`src/rtl/mem_loader.sv`:
```
// mem_loader: packs a host byte stream into 32-bit RAM words (LOAD) or streams RAM words back out as bytes (DUMP).
// Bytes are little-endian within a word; word addresses are base + index and wrap modulo 2^WIDTH.
module mem_loader #(
    parameter int WIDTH = 32
) (
    input  logic             clk,
    input  logic             rst,
    input  logic             start_load,
    input  logic             start_dump,
    input  logic [WIDTH-1:0] base_addr,
    input  logic [WIDTH-1:0] word_count,
    input  logic [7:0]       in_data,
    input  logic             in_valid,
    output logic             in_ready,
    output logic [7:0]       out_data,
    output logic             out_valid,
    input  logic             out_ready,
    output logic             mem_enw,
    output logic [WIDTH-1:0] mem_address,
    output logic [WIDTH-1:0] mem_wdata,
    input  logic [WIDTH-1:0] mem_rdata,
    output logic             busy,
    output logic             done
);
    typedef enum logic [2:0] {IDLE, L_COLLECT, L_WRITE, D_READ, D_LATCH, D_SEND, FINISH} state_e;

    state_e           state_q, state_d;
    logic [WIDTH-1:0] base_q, base_d, count_q, count_d, word_idx_q, word_idx_d, word_buf_q, word_buf_d;
    logic [1:0]       byte_idx_q, byte_idx_d;
    logic [WIDTH-1:0] next_idx;

    assign next_idx = word_idx_q + 1'b1;

    always_ff @(posedge clk or posedge rst) begin
        if (rst) begin
            state_q    <= IDLE;
            base_q     <= '0;
            count_q    <= '0;
            word_idx_q <= '0;
            byte_idx_q <= '0;
            word_buf_q <= '0;
        end else begin
            state_q    <= state_d;
            base_q     <= base_d;
            count_q    <= count_d;
            word_idx_q <= word_idx_d;
            byte_idx_q <= byte_idx_d;
            word_buf_q <= word_buf_d;
        end
    end

    always_comb begin
        state_d    = state_q;
        base_d     = base_q;
        count_d    = count_q;
        word_idx_d = word_idx_q;
        byte_idx_d = byte_idx_q;
        word_buf_d = word_buf_q;
        case (state_q)
            IDLE: if (start_load || start_dump) begin
                base_d     = base_addr;
                count_d    = word_count;
                word_idx_d = '0;
                byte_idx_d = '0;
                state_d    = (word_count == '0) ? FINISH : start_load ? L_COLLECT : D_READ;
            end
            L_COLLECT: if (in_valid) begin
                word_buf_d[8*byte_idx_q +: 8] = in_data;
                byte_idx_d = byte_idx_q + 2'd1;
                if (byte_idx_q == 2'd3) state_d = L_WRITE;
            end
            L_WRITE: begin
                word_idx_d = next_idx;
                state_d    = (next_idx == count_q) ? FINISH : L_COLLECT;
            end
            D_READ:  state_d = D_LATCH;
            D_LATCH: begin
                word_buf_d = mem_rdata;
                byte_idx_d = '0;
                state_d    = D_SEND;
            end
            D_SEND: if (out_ready) begin
                byte_idx_d = byte_idx_q + 2'd1;
                if (byte_idx_q == 2'd3) begin
                    word_idx_d = next_idx;
                    state_d    = (next_idx == count_q) ? FINISH : D_READ;
                end
            end
            FINISH:  state_d = IDLE;
            default: state_d = IDLE;
        endcase
    end

    always_comb begin
        in_ready    = state_q == L_COLLECT;
        out_valid   = state_q == D_SEND;
        out_data    = (state_q == D_SEND) ? word_buf_q[8*byte_idx_q +: 8] : 8'h00;
        mem_enw     = state_q == L_WRITE;
        mem_wdata   = (state_q == L_WRITE) ? word_buf_q : '0;
        mem_address = base_q + word_idx_q;
        busy        = state_q != IDLE;
        done        = state_q == FINISH;
    end
endmodule

```
`config.mk`:
```
export PLATFORM = sky130hd
export DESIGN_NAME = mem_loader
export DESIGN_NICKNAME = d
export VERILOG_FILES = /design/src/rtl/mem_loader.sv
export SDC_FILE = /design/constraint.sdc
export NUM_CORES = 1
export LEC_CHECK = 0
export ABC_CLOCK_PERIOD_IN_PS = 4500
export BUFFER_PORTS_ARGS = -buffer_cell sky130_fd_sc_hd__buf_2
export CORE_MARGIN = 1.5
export CORE_UTILIZATION = 28
export CTS_CLUSTER_DIAMETER = 120
export DETAILED_ROUTE_END_ITERATION = 12
export PLACE_DENSITY = 0.57
export SLEW_MARGIN = 25
export SYNTH_ARGS = -nofsm -noshare
export SYNTH_HDL_FRONTEND = slang
export SYNTH_SLANG_ARGS = --single-unit
```
`constraint.sdc`:
```
create_clock -name clk -period 4.5 [get_ports clk]
set_input_delay 0.675 -clock clk [delete_from_list [all_inputs] [get_ports clk]]
set_output_delay 0.675 -clock clk [all_outputs]
set_load 0.02 [all_outputs]
```
Word level (Yosys, flattened, before mapping) --
Cells that the tools add are included.
Word-level totals: flip-flop bits (word level) 133, output and inout port bits 77, logic and storage cells 61
Operators by class: add/subtract/negate cells 4, eq/ne operators 13, shift-type cells 3, mux-type cells 23, reduce and logical (&&, ||, !) cells 12
Operators with widths (count):
- $mux W32 | 5
- $pmux W32 S3 | 1
- $pmux W32 S2 | 1
- $neg A5 Y34 | 1
- $shift A8 B34 Y32 const A | 1
- $shiftx A8 B34 Y32 | 1
- $add A32 B1 Y32 const B | 1
- $add A32 B32 Y32 | 1
- $bwmux W32 | 1
- $eq A32 B32 Y1 | 1
- $logic_not A32 Y1 | 1
- $shiftx A32 B6 Y8 | 1
- $mux W3 | 8
- $pmux W3 S6 | 1
- $eq A3 B3 Y1 const B | 3
- $mux W2 | 4
- $mux W8 | 1
- $pmux W2 S4 | 1
- $reduce_and A4 Y1 | 2
- $eq A3 B2 Y1 const B | 2
- $ne A2 B1 Y1 const B | 3
- $reduce_bool A3 Y1 | 2
- $reduce_and A5 Y1 | 1
- $ne A2 B2 Y1 const B | 2
- other kinds (8) | 9

Longest topological paths before layout --
Gate-level depths: netlist of run 1.
word-level depth 6, mapped depth 11, mapped depth without buffers 11

Least setup slack after synthesis of run 1 --
No wires, ideal clock.
path kind register to output, start reg word_idx_q[6], end out mem_address[29], arrival time 3291 ps, path slack 534 ps, cell stages (with the launch flop) 9, buffers on the path 0, cell sequence dfrtp_1 > ha_1 > and4_1 > and2_1 > a211oi_1 > o41a_1 > o41a_1 > o41a_1 > o311ai_0
On the way: cells in the longest elaborated chain, start to end 1
RTL lines:
- start: declaration | line 28 | logic [WIDTH-1:0] base_q, base_d, count_q, count_d, word_idx_q, word_idx_d, word_buf_q, word_buf_d;
- start signal: assignment | line 46 | word_idx_q <= word_idx_d;
- $add A32 B32 Y32 | line 100 | mem_address = base_q + word_idx_q;
- end: declaration | line 19 | output logic [WIDTH-1:0] mem_address,
No other way between the ends.

Worst setup path in the final report of run 1 --
start reg word_idx_q[0], end out mem_address[20]
The elaborated chain is that of the path after synthesis.

==> run metrics, run 1 <==
status finished, final reports clean; WL/cell 16.8 um; fmax 236 MHz; MaxCap Viol Count 0; Final ANT Viol Nets 0; gr usage total 17.2%; DR iter-0 viols 417; Post-synth EDFFs 0; setup TNS 0 ns; fillers 3353; Final Setup Violations 0; Finished Layout Cells 1719; CP max stage delay 0.48 ns; fin. max-slew vios 0; P_leak 0.00540 uW; critical path class reg2out; post-synthesis xor/xnor area fraction 6.50%; CP max stage cell dfrtp_1; Setup crit start kind register; VDD IR-drop max 0.000237 V; drt total wl 28800 um; Cell variety after synth 67; post-synthesis compound-gate area fraction 18.8%; r2r startpoint word_idx_q[0]; Reg2Reg Depth 9; IO Count 187; Mean Syn Cell Area 8.17 um2; FF-to-FF setup slack 1.07 ns; fin crit period 4.24 ns; largest family of logic cells by synthesized area simple AND/OR/NAND/NOR gates; Syn Std Cell Area 9110 um2; die height 183 um; pre-CTS worst setup slack 0.465 ns; Final #Nets 1416; crit-path leading delay family compound AO/OA/AOI/OAI gates; clk_skew 0.0113 ns; number of global-route vias before repair 8333; DR vias 8619; Layout area overhead 22.7%; RSZ-0062 raised after global routing false; PD cells 588 nW/um2; die width 183 um; # clock sinks 133; placed cell count 1685; Max clock buf depth 2; Pre-antenna DRT Iters 7; Synth Area in Adders 5.16%; clock root buffer clkbuf_16; fin crit share 94.3%; core box area 31800 um2; CP Buf/Inv Count 2; htree depth 4; maximum number of pins on one net before global-route repair 101; Setup crit end kind output pin; worst-margin pin slew 0.998 ns; most frequent CP cell a21oi_1; CTS tree yes; hold buffer count at CTS 0; HP Class in2async; routability congestion estimate 0.890; post-CTS setup buffers 0; setup ws final 0.258 ns; worst setup path startpoint word_idx_q[0]; Async SR Flop Fraction 100%; die area 33600 um2; simple-gate share of the synthesized area 26.2%; CP Cell Sequence ha_1 > inv_1 > fa_1 > nor2b_1 > o31ai_1 > a21oi_1 > o41a_1 > o21bai_1 > a21oi_1 > nor2_1 > o311a_1 > buf_2; cell count after synthesis 1115; CP required 3.83 ns; final hold vios 0; num rows 65; global-route wire length before repair 45400 um; slew margin rel. 32.9%; mux cell area share after synthesis 2.32%; crit path max fanout 8; WP depth 12; vias per cell 5.01; Critical Path AT 3.57 ns; crit path capture mem_address[20]; yosys warns 0; initial antenna violation count 5; RR Endpoint state_q[0]; # DRC 0; sequential-to-total area share from yosys stat 36.5%; Yosys reg bits 133; most used flip-flop cell after synthesis dfrtp_1; IO buf count 186; Initial Util 28.6%; post-detail-place hpwl 21500 um; Clk Latency, worst-skew pair 0.43 ns; Clock Pin Slew Worst Setup and Hold Paths 0.06 ns; share of layout cells above drive strength 1 20.7%; total grt overflow 0; CTS Buf Count 17; syn_nets 1262
kinds of logic after synthesis:
logic type | Yosys count
compound gates | 263
xor+xnor | 66
fa+ha+maj | 37
buf+inv | 106
flops | 133
mux | 11
simple gates | 499
Yosys cell counts (18+ instances only):
master,number,share of area [%]
nand2_1,255,11
and2_1,41,2.8
o31ai_1,18,1.5
nand3_1,24,1.3
o21ai_0,82,4.5
xor2_1,24,2.3
inv_1,44,1.8
ha_1,36,4.9
and3_1,20,1.4
xnor2_1,41,3.9
nor2_1,58,2.4
dfrtp_1,133,37
clkbuf_1,50,2.1
a21oi_1,60,3.3
nor3_1,21,1.2
state kept, by name, summed over array words and instances (netlist names):
register / flops
word_buf_q: 32
base_q: 32
count_q: 32
byte_idx_q: 2
state_q: 3
word_idx_q: 32
power by group:
group	total, uW	switching, uW	internal (uW)
logic	2930	1800	1130
clock network	1540	564	972
registers	2110	471	1630
worst register-to-register path, stage by stage (launching register included):
cell,delay (ns)
dfrtp_1,0.48
ha_1,0.30
and3_1,0.33
nand4_2,0.29
nor4b_2,0.34
o22ai_1,0.09
or4_1,0.54
or4_4,0.57
o211ai_1,0.19
a32oi_1,0.14
per-layer routing:
layer | track usage, % | share of wire [%] | up-vias
met5 | 0 | 0.083 | -
met4 | 5.48 | 2.2 | 4
met3 | 4.35 | 7.0 | 37
met2 | 28.4 | 47 | 298
met1 | 21.9 | 44 | 4014
li1 | - | - | 4266
per-stage QoR:
stage | total power [uW] | utilization (%) | instance area, um2 | hold slack (ns)
after floorplan | 4080 | - | 9110 | 0.452
after global placement | 4980 | 32.9 | 10500 | 0.465
after detailed placement | 5020 | 32.9 | 10500 | 0.470
after CTS | 6600 | 34.9 | 11100 | 0.417
after global routing | 7060 | 35.1 | 11200 | 0.419
final | 6570 | 35.1 | 11200 | 0.282
placed cells by master (no fill, tap or decap), drive strengths merged, types with 4 or more instances in the layout:
cell type	netlist	final
a211oi	6	6
a21o	7	7
a21oi	60	60
a222oi	16	16
a22oi	16	16
a31oi	8	8
and2	42	42
and3	20	20
and4	7	7
buf	12	197
bufinv	0	4
clkbuf	50	20
dfrtp	133	133
ha	36	36
inv	44	45
mux4	8	8
nand2	255	255
nand2b	8	8
nand3	26	26
nand4	16	16
nor2	58	58
nor2b	10	10
nor3	22	22
nor4	19	19
o2111ai	4	4
o211ai	7	7
o21a	4	4
o21ai	83	83
o21bai	5	5
o22ai	4	4
o31ai	18	18
o41a	4	4
or4	5	5
xnor2	41	41
xor2	24	24
worst min path at each step:
| stage | to | slack (ns) | start |
|---|---|---|---|
| floorplan | base_q[0] | 0.45 | base_q[0] |
| global placement | base_q[14] | 0.46 | base_q[14] |
| detailed placement | base_q[29] | 0.47 | base_q[29] |
| CTS | base_q[3] | 0.42 | base_addr[3] |
| global route | word_buf_q[8] | 0.42 | rst |
| finish | word_buf_q[24] | 0.28 | rst |
cell type report:
type / instances / area (um2) / share of cell area [%]
multi-input cells: 876 / 5470 / 48.9
repair buffers: 197 / 1010 / 9.07
well taps: 435 / 544 / 4.87
clock buffers: 20 / 467 / 4.18
clock inverters: 11 / 174 / 1.56
diodes: 3 / 7.51 / 0.0672
flip-flops and latches: 133 / 3330 / 29.8
inverters: 44 / 173 / 1.55
what timing repair did:
| item | 4_1_cts | 5_1_grt |
|---|---|---|
| pin swaps | 0 | 2 |
| gates resized for setup | 1 | 7 |
| setup endpoints to repair | 2 | 4 |
Note: power is estimated with default switching activity, not from simulation.
==> inputs of run 2 (changes only) <==
Settings changed: PLACE_DENSITY 0.57 to unset, PLACE_DENSITY_LB_ADDON set to 0.2, REMOVE_ABC_BUFFERS set to 1.
==> run metrics, run 2 (synthesis results as in run 1) <==
Layout area overhead 22.7% (unchanged); RR Endpoint state_q[0] (unchanged); status finished, final reports clean (unchanged); Clock Pin Slew Worst Setup and Hold Paths 0.07 ns (was 0.06 ns); Max clock buf depth 2 (unchanged); Final #Nets 1423 (was 1416); r2r startpoint word_idx_q[0] (unchanged); fillers 3419 (was 3353); share of layout cells above drive strength 1 20.9% (was 20.7%); vias per cell 4.95 (was 5.01); FF-to-FF setup slack 0.99 ns (was 1.07 ns); worst hold slack 0.368 ns (was 0.282 ns); # clock sinks 133 (unchanged); Reg2Reg Depth 9 (unchanged); CTS tree yes (unchanged); P_leak 0.00542 uW (was 0.00540 uW); clock root buffer clkbuf_16 (unchanged); drt total wl 29500 um (was 28800 um); die width 183 um (unchanged); critical path class reg2out (unchanged); combinational share of power 45.3% (was 44.6%); area occupied by multi-input gates 5430 um2 (was 5470 um2); final hold vios 0 (unchanged); Pre-antenna DRT Iters 5 (was 7); WL/cell 17.1 um (was 16.8 um); die height 183 um (unchanged); gr usage total 17.9% (was 17.2%); switching share of power 43.8% (was 43.1%); fmax 236 MHz (about the same); slew margin rel. 37.2% (was 32.9%); commonest cells after routing, fill and taps aside 255 x nand2_1, 186 x buf_2, 132 x dfrtp_1, 80 x o21ai_0, 60 x a21oi_1 (was 255 x nand2_1, 186 x buf_2, 133 x dfrtp_1, 80 x o21ai_0, 58 x a21oi_1); core box area 31800 um2 (unchanged); routability congestion estimate 0.850 (was 0.890); Clk Latency, worst-skew pair 0.43 ns (about the same); DR vias 8547 (was 8619); # DRC 0 (unchanged); P_int 3660 uW (was 3740 uW); pre-CTS worst setup slack 0.355 ns (was 0.465 ns); number of global-route vias before repair 8484 (was 8333); Finished Cell Area 11200 um2 (unchanged); Setup crit end kind output pin (unchanged); sequential fraction of design power 31.8% (was 32.0%); setup ws final 0.257 ns (was 0.258 ns); Final Setup Violations 0 (unchanged); fin crit period 4.24 ns (about the same); fin. max-slew vios 0 (unchanged); Initial Util 28.6% (unchanged); VDD IR-drop max 0.000277 V (was 0.000237 V); die area 33600 um2 (unchanged); global-route wire length before repair 47100 um (was 45400 um); PD cells 584 nW/um2 (was 588 nW/um2); Final ANT Viol Nets 0 (unchanged); IO Count 187 (unchanged); num rows 65 (unchanged); worst-margin pin slew 0.942 ns (was 0.998 ns); htree depth 4 (unchanged); Setup crit start kind register (unchanged); CP required 3.83 ns (about the same); crit path max fanout 7 (was 8); CTS Buf Count 17 (unchanged); Critical Path AT 3.57 ns (about the same); fin crit share 94.3% (about the same); switching power of the nets 2860 uW (was 2830 uW); MaxCap Viol Count 0 (unchanged); post-detail-place hpwl 22000 um (was 21500 um); Post-DP Area 10500 um2 (about the same); commonest non-fill, non-tap cell in the layout nand2_1 (unchanged); sequential cell area 3330 um2 (about the same); IO buf count 186 (unchanged); DR iter-0 viols 574 (was 417); total grt overflow 0 (unchanged); clk_skew 0.0163 ns (was 0.0113 ns); RSZ-0062 raised after global routing false (unchanged); maximum number of pins on one net before global-route repair 76 (was 101); HP Class in2async (unchanged); clock share of power 22.9% (was 23.4%); initial antenna violation count 4 (was 5); Total Power 6520 uW (was 6570 uW)
[run 2: power by group through the flow]
stage / logic, uW / clock network [uW] / registers [uW]
2_1_floorplan: 2090 / 0 / 1940
3_3_place_gp: 2950 / 0 / 2090
3_5_place_dp: 2970 / 0 / 2100
4_1_cts: 2990 / 1540 / 2080
5_1_grt: 3310 / 1590 / 2150
6_report: 2950 / 1490 / 2070
[run 2: layout make-up]
class | instances | area share, %
multi-input combinational | 876 | 48.6
antenna | 2 | 0.0448
inverter | 44 | 1.52
timing repair buffer | 204 | 9.65
clock inverter | 15 | 1.75
clock buffer | 17 | 3.81
sequential | 133 | 29.8
tap | 435 | 4.87
[run 2: timing repair]
item | 4_1_cts | 5_1_grt
gates resized for setup | 2 | 6
buffers inserted | 0 | 0
hold buffers | 0 | 0
hold endpoints to repair | 0 | 0
pin swaps | 0 | 2
endpoints found under the setup margin | 2 | 3
[run 2: metal layers]
layer / track usage [%] / part of all wire, %
met3: 4.83 / 6.5
met5: 0 / 0.092
met1: 23.6 / 46
met2: 29.1 / 46
met4: 4.49 / 1.4
[run 2: worst max path at each step]
stage                  start               to  slack [ns]  cells after the start
5_1_grt        word_idx_q[0]  mem_address[30]        0.05                     12
2_1_floorplan     state_q[1]   word_idx_q[30]       -0.09                      5
3_3_place_gp   word_idx_q[3]  mem_address[31]        0.39                     10
4_1_cts        word_idx_q[3]  mem_address[29]      0.0005                      9
6_report       word_idx_q[6]  mem_address[31]        0.26                     10
3_5_place_dp   word_idx_q[3]  mem_address[29]        0.35                      9
[run 2: stage by stage]
step / setup TNS [ns] / std cells / utilization, %
after CTS: 0 / 1724 / 35.0
after floorplan: -1.18 / 1053 / -
after global placement: 0 / 1692 / 33.1
after detailed placement: 0 / 1692 / 33.1
after global routing: 0 / 1724 / 35.1
final: 0 / 1726 / 35.1
[run 2: worst max-delay path, cell delays in order, from the launching register on]
cell      delay, ns
dfrtp_1        0.46
ha_1           0.39
and4_1         0.21
and2_1         0.14
a211oi_2       0.11
o41a_1         0.43
o41a_1         0.38
o41a_1         0.43
o211ai_1       0.18
nor3b_1        0.20
buf_2          0.19
==> inputs of run 3 (changes only) <==
Settings changed: CELL_PAD_IN_SITES_DETAIL_PLACEMENT set to 1, CELL_PAD_IN_SITES_GLOBAL_PLACEMENT set to 2.
==> run metrics, run 3 (synthesis results as in run 1) <==
fmax 235 MHz (was 236 MHz); worst-margin pin slew 1.00 ns (was 0.942 ns); setup ws final 0.242 ns (was 0.257 ns); share of layout cells above drive strength 1 21.6% (was 20.9%); num rows 65 (unchanged); MaxCap Viol Count 0 (unchanged); critical path class reg2out (unchanged); htree depth 4 (unchanged); die height 183 um (unchanged); status finished, final reports clean (unchanged); Initial Util 28.6% (unchanged); Pre-antenna DRT Iters 5 (unchanged); commonest cells after routing, fill and taps aside 255 x nand2_1, 186 x buf_2, 130 x dfrtp_1, 81 x o21ai_0, 58 x a21oi_1 (was 255 x nand2_1, 186 x buf_2, 132 x dfrtp_1, 80 x o21ai_0, 60 x a21oi_1); Final Setup Violations 0 (unchanged); Setup crit start kind register (unchanged); P_leak 0.00540 uW (was 0.00542 uW); crit path max fanout 7 (unchanged); IO buf count 186 (unchanged); die area 33600 um2 (unchanged); core box area 31800 um2 (unchanged); fin. max-slew vios 0 (unchanged); Final #Nets 1427 (was 1423); hold buffer count at CTS 0 (unchanged); VDD IR-drop max 0.000246 V (was 0.000277 V); CTS tree yes (unchanged); clock root buffer clkbuf_16 (unchanged); global-route wire length before repair 52000 um (was 47100 um); IO Count 187 (unchanged); placed cell count 1696 (was 1692); Max clock buf depth 2 (unchanged); worst hold slack 0.324 ns (was 0.368 ns); RSZ-0062 raised after global routing false (unchanged); Setup crit end kind output pin (unchanged); fin crit period 4.26 ns (was 4.24 ns); CP required 3.83 ns (about the same); number of global-route vias before repair 9140 (was 8484); routability congestion estimate 0.809 (was 0.850); vias per cell 5.08 (was 4.95); final hold vios 0 (unchanged); PD cells 577 nW/um2 (was 584 nW/um2); DR vias 8802 (was 8547); slew margin rel. 33.2% (was 37.2%); pre-CTS worst setup slack 0.345 ns (was 0.355 ns); die width 183 um (unchanged); post-detail-place hpwl 24000 um (was 22000 um); Critical Path AT 3.58 ns (was 3.57 ns); Reg2Reg Depth 9 (unchanged); Layout area overhead 22.5% (was 22.7%); WL/cell 18.8 um (was 17.1 um); clk_skew 0.0104 ns (was 0.0163 ns); DR iter-0 viols 446 (was 574); Finished Layout Cells 1732 (was 1726); maximum number of pins on one net before global-route repair 62 (was 76); initial antenna violation count 9 (was 4); total grt overflow 0 (unchanged); drt total wl 32600 um (was 29500 um); Final ANT Viol Nets 0 (unchanged); # DRC 0 (unchanged); commonest non-fill, non-tap cell in the layout nand2_1 (unchanged); # clock sinks 133 (unchanged); Clock Pin Slew Worst Setup and Hold Paths 0.06 ns (was 0.07 ns); Clk Latency, worst-skew pair 0.44 ns (was 0.43 ns); CTS Buf Count 17 (unchanged); fin crit share 94.6% (was 94.3%); gr usage total 20.0% (was 17.9%); HP Class in2async (unchanged)
==> run 3: cell types whose count changed in the layout (fill, tap and decap cells not counted), sizes merged <==
cell,before,now
clkinvlp,2,7
buf,204,208
bufinv,3,0
inv,50,47
clkbuf,17,19
diode,2,4
clkinv,4,3
==> run 3: critical path: stages (launching register included) <==
cell,delay [ns]
dfrtp_1,0.49
ha_4,0.35
and4_1,0.20
and2_1,0.16
a211oi_2,0.13
o41a_1,0.44
o41a_1,0.39
o41a_1,0.43
o211ai_1,0.18
nor3b_1,0.18
buf_2,0.19
==> run 3: where the power goes <==
part / internal [uW] / switching (uW)
logic: 1150 / 1870
clock network: 738 / 596
registers: 1630 / 454
total: 3520 / 2920
==> run 3: through the flow <==
step	utilization [%]	total power (uW)	setup TNS (ns)	cell area (um2)
finish	35.1	6440	0	11200
floorplan	-	4020	-1.18	8860
detailed placement	33.1	5130	0	10500
global route	35.1	6980	0	11100
global placement	33.1	5080	0	10500
CTS	34.9	6510	0	11100
==> run 3: layer usage <==
| layer | vias up | track usage, % | wire (um) |
|---|---|---|---|
| li1 | 4294 | - | - |
| met1 | 4268 | 27.4 | 15900 |
| met2 | 200 | 31.7 | 14600 |
| met3 | 30 | 4.43 | 1670 |
| met4 | 10 | 5.31 | 346 |
| met5 | - | 0 | 69 |
==> run 3: timing repair <==
action | 4_1_cts | 5_1_grt
setup endpoints to repair | 2 | 4
pin swaps | 1 | 1
buffers inserted | 0 | 0
gates resized for setup | 3 | 8
hold endpoints to repair | 0 | 0
==> run 3: final cells by class <==
| cell class | count | area, um2 |
|---|---|---|
| fill | 3827 | 20600 |
| multi-input combinational | 876 | 5450 |
| antenna | 4 | 10.0 |
| clock buffer | 19 | 453 |
| sequential | 133 | 3330 |
| clock inverter | 13 | 101 |
| tap | 435 | 544 |
| inverter | 44 | 170 |
| timing repair buffer | 208 | 1100 |
==> run 3: worst paths after layout <==
check	from	endpoint	slack (ns)
setup reg to reg	word_idx_q[0]	state_q[0]	1.02
max in group asynchronous	rst	word_buf_q[8]	3.21
hold reg to reg	base_q[30]	base_q[30]	0.48
setup / recovery	word_idx_q[6]	mem_address[31]	0.24
min in group clk	base_addr[4]	base_q[4]	0.43
hold / removal	rst	word_idx_q[3]	0.32
